--- src/rtl/tt_um_waves.sv ---
// UART-controlled waveform generator tile: ASCII commands select the waveform and step size
// of a 16-bit phase accumulator whose top byte is mapped to an 8-bit DAC sample every clock.
module tt_um_waves #(
  parameter int CLK_HZ = 25_000_000,
  parameter int BAUD   = 115200
) (
  input  logic       clk,
  input  logic       rst,
  input  logic       ena,
  input  logic [7:0] ui_in,
  output logic [7:0] uo_out,
  input  logic [7:0] uio_in,
  output logic [7:0] uio_out,
  output logic [7:0] uio_oe
);

  localparam int CLKS_PER_BIT = CLK_HZ / BAUD;
  localparam int HALF_BIT     = CLKS_PER_BIT / 2;
  localparam int CW           = $clog2(CLKS_PER_BIT + 1);
  localparam logic [CW-1:0] BIT_LAST  = CW'(CLKS_PER_BIT - 1);
  localparam logic [CW-1:0] HALF_LAST = CW'(HALF_BIT - 1);
  localparam logic [CW-1:0] CNT_ZERO  = CW'(0);
  localparam logic [CW-1:0] CNT_INC   = CW'(1);

  typedef enum logic [1:0] {IDLE = 2'b00, START = 2'b01, DATA = 2'b10, STOP = 2'b11} rx_state_t;
  typedef enum logic [1:0] {SAW = 2'b00, SQUARE = 2'b01, TRIANGLE = 2'b10, SINE = 2'b11} mode_t;

  rx_state_t     rx_state;
  logic [CW-1:0] rx_cnt;
  logic [2:0]    bit_idx;
  logic [7:0]    rx_shift;
  logic [7:0]    rx_byte;
  logic          rx_valid;
  logic          rx_meta;
  logic          rx_sync;
  logic          rx_prev;
  mode_t         mode;
  logic [2:0]    freq_sel;
  logic [15:0]   acc;
  logic          unused;

  assign unused  = &{1'b0, uio_in, ui_in[7:1]};
  assign uio_out = {mode, 3'b000, freq_sel};
  assign uio_oe  = 8'hFF;

  // First quadrant of 127*sin, index 0..64 covers 0..pi/2 inclusive.
  function automatic logic [6:0] sine_quarter(input logic [6:0] idx);
    logic [6:0] q;
    case (idx)
      7'd0:  q = 7'd0;   7'd1:  q = 7'd3;   7'd2:  q = 7'd6;   7'd3:  q = 7'd9;
      7'd4:  q = 7'd12;  7'd5:  q = 7'd16;  7'd6:  q = 7'd19;  7'd7:  q = 7'd22;
      7'd8:  q = 7'd25;  7'd9:  q = 7'd28;  7'd10: q = 7'd31;  7'd11: q = 7'd34;
      7'd12: q = 7'd37;  7'd13: q = 7'd40;  7'd14: q = 7'd43;  7'd15: q = 7'd46;
      7'd16: q = 7'd49;  7'd17: q = 7'd51;  7'd18: q = 7'd54;  7'd19: q = 7'd57;
      7'd20: q = 7'd60;  7'd21: q = 7'd63;  7'd22: q = 7'd65;  7'd23: q = 7'd68;
      7'd24: q = 7'd71;  7'd25: q = 7'd73;  7'd26: q = 7'd76;  7'd27: q = 7'd78;
      7'd28: q = 7'd81;  7'd29: q = 7'd83;  7'd30: q = 7'd85;  7'd31: q = 7'd88;
      7'd32: q = 7'd90;  7'd33: q = 7'd92;  7'd34: q = 7'd94;  7'd35: q = 7'd96;
      7'd36: q = 7'd98;  7'd37: q = 7'd100; 7'd38: q = 7'd102; 7'd39: q = 7'd104;
      7'd40: q = 7'd106; 7'd41: q = 7'd107; 7'd42: q = 7'd109; 7'd43: q = 7'd111;
      7'd44: q = 7'd112; 7'd45: q = 7'd113; 7'd46: q = 7'd115; 7'd47: q = 7'd116;
      7'd48: q = 7'd117; 7'd49: q = 7'd118; 7'd50: q = 7'd120; 7'd51: q = 7'd121;
      7'd52: q = 7'd122; 7'd53: q = 7'd122; 7'd54: q = 7'd123; 7'd55: q = 7'd124;
      7'd56: q = 7'd125; 7'd57: q = 7'd125; 7'd58: q = 7'd126; 7'd59: q = 7'd126;
      7'd60: q = 7'd126; 7'd61: q = 7'd127; 7'd62: q = 7'd127; 7'd63: q = 7'd127;
      7'd64: q = 7'd127;
      default: q = 7'd0;
    endcase
    return q;
  endfunction

  // Mirror the quadrant index on odd quadrants and flip the sign on the second half-cycle.
  function automatic logic [7:0] sine_sample(input logic [7:0] p);
    logic [6:0] idx;
    logic [7:0] mag;
    idx = p[6] ? (7'd64 - {1'b0, p[5:0]}) : {1'b0, p[5:0]};
    mag = {1'b0, sine_quarter(idx)};
    return p[7] ? (8'd128 - mag) : (8'd128 + mag);
  endfunction

  function automatic logic [7:0] wave_sample(input logic [7:0] p, input mode_t m);
    logic [7:0] s;
    case (m)
      SAW:      s = p;
      SQUARE:   s = p[7] ? 8'h00 : 8'hFF;
      TRIANGLE: s = p[7] ? ~{p[6:0], 1'b0} : {p[6:0], 1'b0};
      SINE:     s = sine_sample(p);
      default:  s = 8'h00;
    endcase
    return s;
  endfunction

  // UART receiver: synchronizer, edge-triggered start, mid-bit sampling, one-cycle valid pulse.
  always_ff @(posedge clk) begin
    if (rst) begin
      rx_meta  <= 1'b1;
      rx_sync  <= 1'b1;
      rx_prev  <= 1'b1;
      rx_state <= IDLE;
      rx_cnt   <= CNT_ZERO;
      bit_idx  <= 3'd0;
      rx_shift <= 8'h00;
      rx_byte  <= 8'h00;
      rx_valid <= 1'b0;
    end else begin
      rx_meta  <= ui_in[0];
      rx_sync  <= rx_meta;
      rx_prev  <= rx_sync;
      rx_valid <= 1'b0;
      case (rx_state)
        IDLE: begin
          rx_cnt  <= CNT_ZERO;
          bit_idx <= 3'd0;
          if (rx_prev && !rx_sync) begin
            rx_state <= START;
          end
        end
        START: begin
          if (rx_cnt == HALF_LAST) begin
            rx_cnt   <= CNT_ZERO;
            rx_state <= rx_sync ? IDLE : DATA;
          end else begin
            rx_cnt <= rx_cnt + CNT_INC;
          end
        end
        DATA: begin
          if (rx_cnt == BIT_LAST) begin
            rx_cnt   <= CNT_ZERO;
            rx_shift <= {rx_sync, rx_shift[7:1]};
            bit_idx  <= bit_idx + 3'd1;
            if (bit_idx == 3'd7) begin
              rx_state <= STOP;
            end
          end else begin
            rx_cnt <= rx_cnt + CNT_INC;
          end
        end
        STOP: begin
          if (rx_cnt == BIT_LAST) begin
            rx_cnt   <= CNT_ZERO;
            rx_state <= IDLE;
            if (rx_sync) begin
              rx_valid <= 1'b1;
              rx_byte  <= rx_shift;
            end
          end else begin
            rx_cnt <= rx_cnt + CNT_INC;
          end
        end
        default: rx_state <= IDLE;
      endcase
    end
  end

  // Command decode; unknown bytes leave mode and frequency untouched.
  always_ff @(posedge clk) begin
    if (rst) begin
      mode     <= SAW;
      freq_sel <= 3'd0;
    end else if (rx_valid) begin
      case (rx_byte)
        8'h53: mode <= SAW;
        8'h51: mode <= SQUARE;
        8'h54: mode <= TRIANGLE;
        8'h57: mode <= SINE;
        8'h30, 8'h31, 8'h32, 8'h33,
        8'h34, 8'h35, 8'h36, 8'h37: freq_sel <= rx_byte[2:0];
        default: begin
        end
      endcase
    end
  end

  // Phase accumulator and registered sample; mode changes never disturb the phase.
  always_ff @(posedge clk) begin
    if (rst) begin
      acc    <= 16'h0000;
      uo_out <= 8'h00;
    end else begin
      if (ena) begin
        acc <= acc + (16'd16 << freq_sel);
      end
      uo_out <= wave_sample(acc[15:8], mode);
    end
  end

endmodule

--- config.mk ---
export PLATFORM = sky130hd
export DESIGN_NAME = tt_um_waves
export DESIGN_NICKNAME = d
export VERILOG_FILES = /design/src/rtl/tt_um_waves.sv
export SDC_FILE = /design/constraint.sdc
export NUM_CORES = 1
export LEC_CHECK = 0
export CORE_MARGIN = 2
export CORE_UTILIZATION = 60
export DETAILED_ROUTE_END_ITERATION = 7
export GPL_TIMING_DRIVEN = 1
export PLACE_DENSITY_LB_ADDON = 0.12
export SYNTH_ARGS = -nofsm -noshare
export SYNTH_HDL_FRONTEND = slang
export SYNTH_SLANG_ARGS = --single-unit
--- constraint.sdc ---
create_clock -name clk -period 11.8 [get_ports clk]
set_clock_uncertainty 0.2 [all_clocks]
set_input_delay 2.36 -clock clk [delete_from_list [all_inputs] [get_ports clk]]
set_output_delay 2.36 -clock clk [all_outputs]
set_load 0.1 [all_outputs]
# Word-level counts from Yosys, hierarchy flattened
# Memories as Yosys holds them, arrays and structs flattened.
# Cells that the tools add are included.
[classes] n_addsub=6 n_reduce_logical=15 muxes=21 n_shift=1 eq_ne=26 bitwise_logic=3
[op_table] cell="$eq A8 B6 Y1 const B" n=8
[op_table] cell="$eq A8 B7 Y1 const B" n=5
[op_table] cell="$mux W8" n=5
[op_table] cell="$pmux W8 S4" n=1
[op_table] cell="$pmux W8 S3" n=1
[op_table] cell="$mux W7" n=3
[op_table] cell="$add A16 B16 Y16" n=1
[op_table] cell="$pmux W2 S4" n=2
[op_table] cell="$shl A5 B3 Y16 const A" n=1
[op_table] cell="$mux W2" n=6
[op_table] cell="$ne A2 B2 Y1 const B" n=5
[op_table] cell="$add A8 B1 Y8 const B" n=1
[op_table] cell="$add A8 B7 Y8 const A" n=1
[op_table] cell="$eq A2 B2 Y1 const B" n=4
[op_table] cell="$eq A8 B8 Y1 const B" n=1
[op_table] cell="$not A8 Y8" n=1
[op_table] cell="$reduce_and A2 Y1" n=4
[op_table] cell="$reduce_or A8 Y1" n=1
[op_table] cell="$sub A8 B7 Y8 const A" n=1
[op_table] cell="$sub A7 B6 Y7 const A" n=1
[op_table] cell="$pmux W3 S2" n=1
[op_table] cell="$reduce_and A5 Y1" n=1
[op_table] cell="$eq A2 B1 Y1 const B" n=2
[op_table] cell="$logic_not A2 Y1" n=2
[op_table] cell="12 further kinds" n=13
[totals] memories=1 out_inout_bits=24 inputBits=19 romBits=896 ff_bits=62
[memory_table] memory="(name not given)" depth=128 width=7 rd=1 rd_ports_with_merged_regs=0 wr=0 line="49" text="case (idx)"

# Depth between registers and ports, before layout
# An unclocked memory read counts as a cell.
[logic_depth] depth_word=8 depth_mapped=19

# Least setup slack after synthesis
# Ideal clock, no wire load.
[synth_timing] path_type="reg-to-reg" from="reg acc[8]" to="reg uo_out[6]" n_path_buf=3 t_required_ns=11.509 period_less_slack_ns=4.265 stages_incl_launch_ff=20 arrival_time_ns=3.974 path_slack_ns=7.535 cell_sequence="dfxtp_1 buf_6 clkbuf_1 inv_1 ha_1 nand2_1 o21ai_2 ha_1 clkbuf_1 nor2_1 o32ai_1 a211oi_1 a2111o_1 o211ai_1 a21boi_0 ha_1 nand2_1 and4bb_1 xor2_1 a311oi_1"
[synth_between] elab_chain_cells=8 elab_cells_between_ends=9 classes_between="3 x add/sub; 5 x mux; 1 x memory"
[synth_rtl] element="from (decl)" line="39" text="logic [15:0] acc;"
[synth_rtl] element="from (signal assigned)" line="181" text="acc <= acc + (16'd16 << freq_sel);"
[synth_rtl] element="$sub A7 B6 Y7" line="76" text="idx = p[6] ? (7'd64 - {1'b0, p[5:0]}) : {1'b0, p[5:0]};"
[synth_rtl] element="$mux W7 *" line="76"
[synth_rtl] element="$mem_v2 Z128 W7 *"
[synth_rtl] element="$mux W7 *" line="83" text="case (m)"
[synth_rtl] element="$mux W7 *" line="176" text="if (rst) begin"
[synth_rtl] element="$add A8 B7 Y8 or $sub A8 B7 Y8 (tied branches)" line="78" text="return p[7] ? (8'd128 - mag) : (8'd128 + mag);"
[synth_rtl] element="$mux W8 *" line="78"
[synth_rtl] element="$pmux W8 S4 *" line="83"
[synth_rtl] element="to (signal assigned)" line="183" text="uo_out <= wave_sample(acc[15:8], mode);"
[synth_rtl] element="to (decl)" line="11" text="output logic [7:0] uo_out,"
# Every way passes the cells marked *; elsewhere a longest branch is shown, timed or not. The select of a mux whose other input is x is not followed.
# A chain may end at the register's enable or synchronous reset.

# Final worst setup path
[layout_timing] from="reg acc[9]" to="reg uo_out[5]"
# Same word-level chain as after synthesis.

==> out/metrics.cfg <==
[critical_path]
crit_path_end_kind=flop
crit_type=flop to flop
rr_worst_depth=11
critPathLaunchType=flop
crit_required_ns=11.83
crit_fanout=23
crit_arrival_ns=5.04

[clock_network]
cts_tree=done
ctsResizeCount=0
clockBufferDepth=2
clock-sinks=58
cts_buffers=9
clk_pin_slew_ns=0.07
h-tree-depth=3
clockRootBuffer=clkbuf_8
post_cts_buffers=0
holdBufCountCts=0
clk_latency_ns=0.34

[floorplan]
std_cell_rows=31
core_sq_mm=0.00718
fp.dieH_um=89.6
initial_core_util=0.612
boundaryPins=43
dieWidth_um=89.6
die_area_sq_mm=0.00802

[global_routing]
grt_overflow=0
antenna_found_initial=0
grt_usage=0.251
grt_max_degree=53
grt_pass1_vias=3410
grt_pass1_wl_um=15900

[timing]
worst_pin_slew_ns=1.14
final-hold-violation-count=0
maxSlewHeadroom=0.238
setup_viol=0
hold-worst-slack_ns=0.215
fin_tns_setup_ns=0
max_freq_mhz=200
period_needed_ns=5.01
slew_viol_final=0
period_share=0.424
rsz0062_at_grt=no

[final_layout]
drive_gt1_frac=0.0772
nFillCells=630
layout_common_cells=nor2_1 (83), dfxtp_1 (58), mux2i_1 (32)
antenna_cells=0
nets=591
syn_to_final_growth_pct=7.72
final_common_cell=nor2_1

[pwr]
power_w=0.000453
intPower_w=0.000343
max-vdd-ir-drop_v=0.000126
leakage_nw=1.76
comb_power_share=0.056
power_switching_w=0.000110
pwr-share-seq=0.438
switching_share=0.243
power_density_mw_per_mm2=95.8
pwr-share-clk=0.506

[route]
drc=0
first_pass_iters=4
drt_iter0_drc=165
wire_per_inst_um=14.8
route.vias.total=3930
ant_nets=0
vias_per_cell=5.99
wl_um=9690

[min_path]
hold_class=flop to flop
min_path_cells=1

[yosys]
yosysTopAreaCellShare=0.264
synth_area_leaders=dfxtp_1 (26%), mux2i_1 (7.3%), nor2_1 (7.1%)
ys_ff_latch=58
synth_area_leader_cell=dfxtp_1
synth.avg_cell_area_sq_um=7.77
syn_inst=565
synth_edf_count=0
yosysSeqAreaShare=0.264
ys.flop_type=dfxtp_1
synth_cell_types=78
ys.warnings.count=0
netlist_area_sq_mm=0.00439
synth-async-reset-ratio=0

[run]
maxCapViolations=0

[place]
io_buffer_count=16
dp_hpwl_um=6620
place_congestion=0.917

[status]
status=finished, final reports clean

==> cell families after synthesis <==
| group | synth area share |
|---|---|
| and+or+nand+nor | 0.230 |
| muxes | 0.0755 |
| other | 0.00171 |
| buffers and inverters | 0.0789 |
| DFF | 0.264 |
| adders and majority gates | 0.0610 |
| AOI/OAI and AO/OA | 0.228 |
| xor gates and xnor gates | 0.0613 |
==> through the flow <==
| step | worst slack (ns) | area, sq um | instances | utilization |
|---|---|---|---|---|
| 3_3_place_gp | 6.99 | 4480 | 640 | 0.625 |
| 3_5_place_dp | 6.87 | 4480 | 640 | 0.625 |
| 6_report | 6.79 | 4730 | 656 | 0.659 |
| 2_1_floorplan | 7.54 | 4430 | 574 | - |
| 4_1_cts | 6.84 | 4730 | 656 | 0.659 |
| 5_1_grt | 6.54 | 4730 | 656 | 0.659 |
==> final timing paths <==
kind / slack, ns / end / start
worst max-delay path: 6.79 / uo_out[5]$_SDFF_PP0_ / acc[9]$_SDFFE_PP0P_
worst max register to register: 6.79 / uo_out[5]$_SDFF_PP0_ / acc[9]$_SDFFE_PP0P_
worst min-delay path: 0.22 / rx_sync$_SDFF_PP1_ / rx_meta$_SDFF_PP1_
worst min register to register: 0.22 / rx_sync$_SDFF_PP1_ / rx_meta$_SDFF_PP1_
==> registers in the layout, indices dropped and copies added, names as in the netlist, named ones only <==
signal / cells
mode: 2
rx_state: 1
rx_valid: 1
rx_meta: 1
bit_idx: 3
uo_out: 8
rx_sync: 1
freq_sel: 3
acc: 12
rx_cnt: 8
rx_shift: 8
rx_byte: 8
rx_prev: 1
==> power by group through the flow <==
stage / registers (W) / logic (W) / clock network, W
after floorplan: 0.000203 / 0.0000259 / 0
after global placement: 0.000203 / 0.0000247 / 0
after detailed placement: 0.000203 / 0.0000251 / 0
after CTS: 0.000198 / 0.0000252 / 0.000232
after global routing: 0.000198 / 0.0000270 / 0.000243
final: 0.000198 / 0.0000252 / 0.000229
==> cells in the mapped netlist (all sizes together) (10+ instances only) <==
cell and n:
o21ai 27, o211ai 11, dfxtp 58, nor2 83
ha 19, nand3 14, xor2 11, nand2 25
a21oi 28, buf 25, clkbuf 29, nand2b 10
mux2i 32, nor3 18, xnor2 18, inv 22
nor2b 12, a211oi 13
==> cell type report <==
type | instances | area (sq um) | area share
flip-flops and latches | 58 | 1160 | 0.245
clock buffers | 9 | 124 | 0.0262
repair buffers | 21 | 193 | 0.0407
well taps | 99 | 124 | 0.0262
inverters | 23 | 86.3 | 0.0182
clock inverters | 7 | 125 | 0.0264
multi-input cells | 439 | 2920 | 0.617
==> metal layers <==
metal,wire (um),up-vias,global-route usage
li1,-,1967,-
met1,4460,1847,0.334
met2,4720,102,0.399
met3,382,14,0.0545
met4,131,0,0.0923
met5,0,-,0
==> critical path: stages (launching register included) <==
cell      delay (ns)
dfxtp_1         0.57
inv_2           0.19
ha_1            0.64
and2b_1         0.35
xnor2_1         0.90
o211ai_1        0.16
a211o_1         0.34
a222oi_1        0.65
o311ai_1        0.31
nor3b_2         0.29
nor2_1          0.08
a211o_1         0.23
No activity file was read; power rests on OpenSTA's default activity.
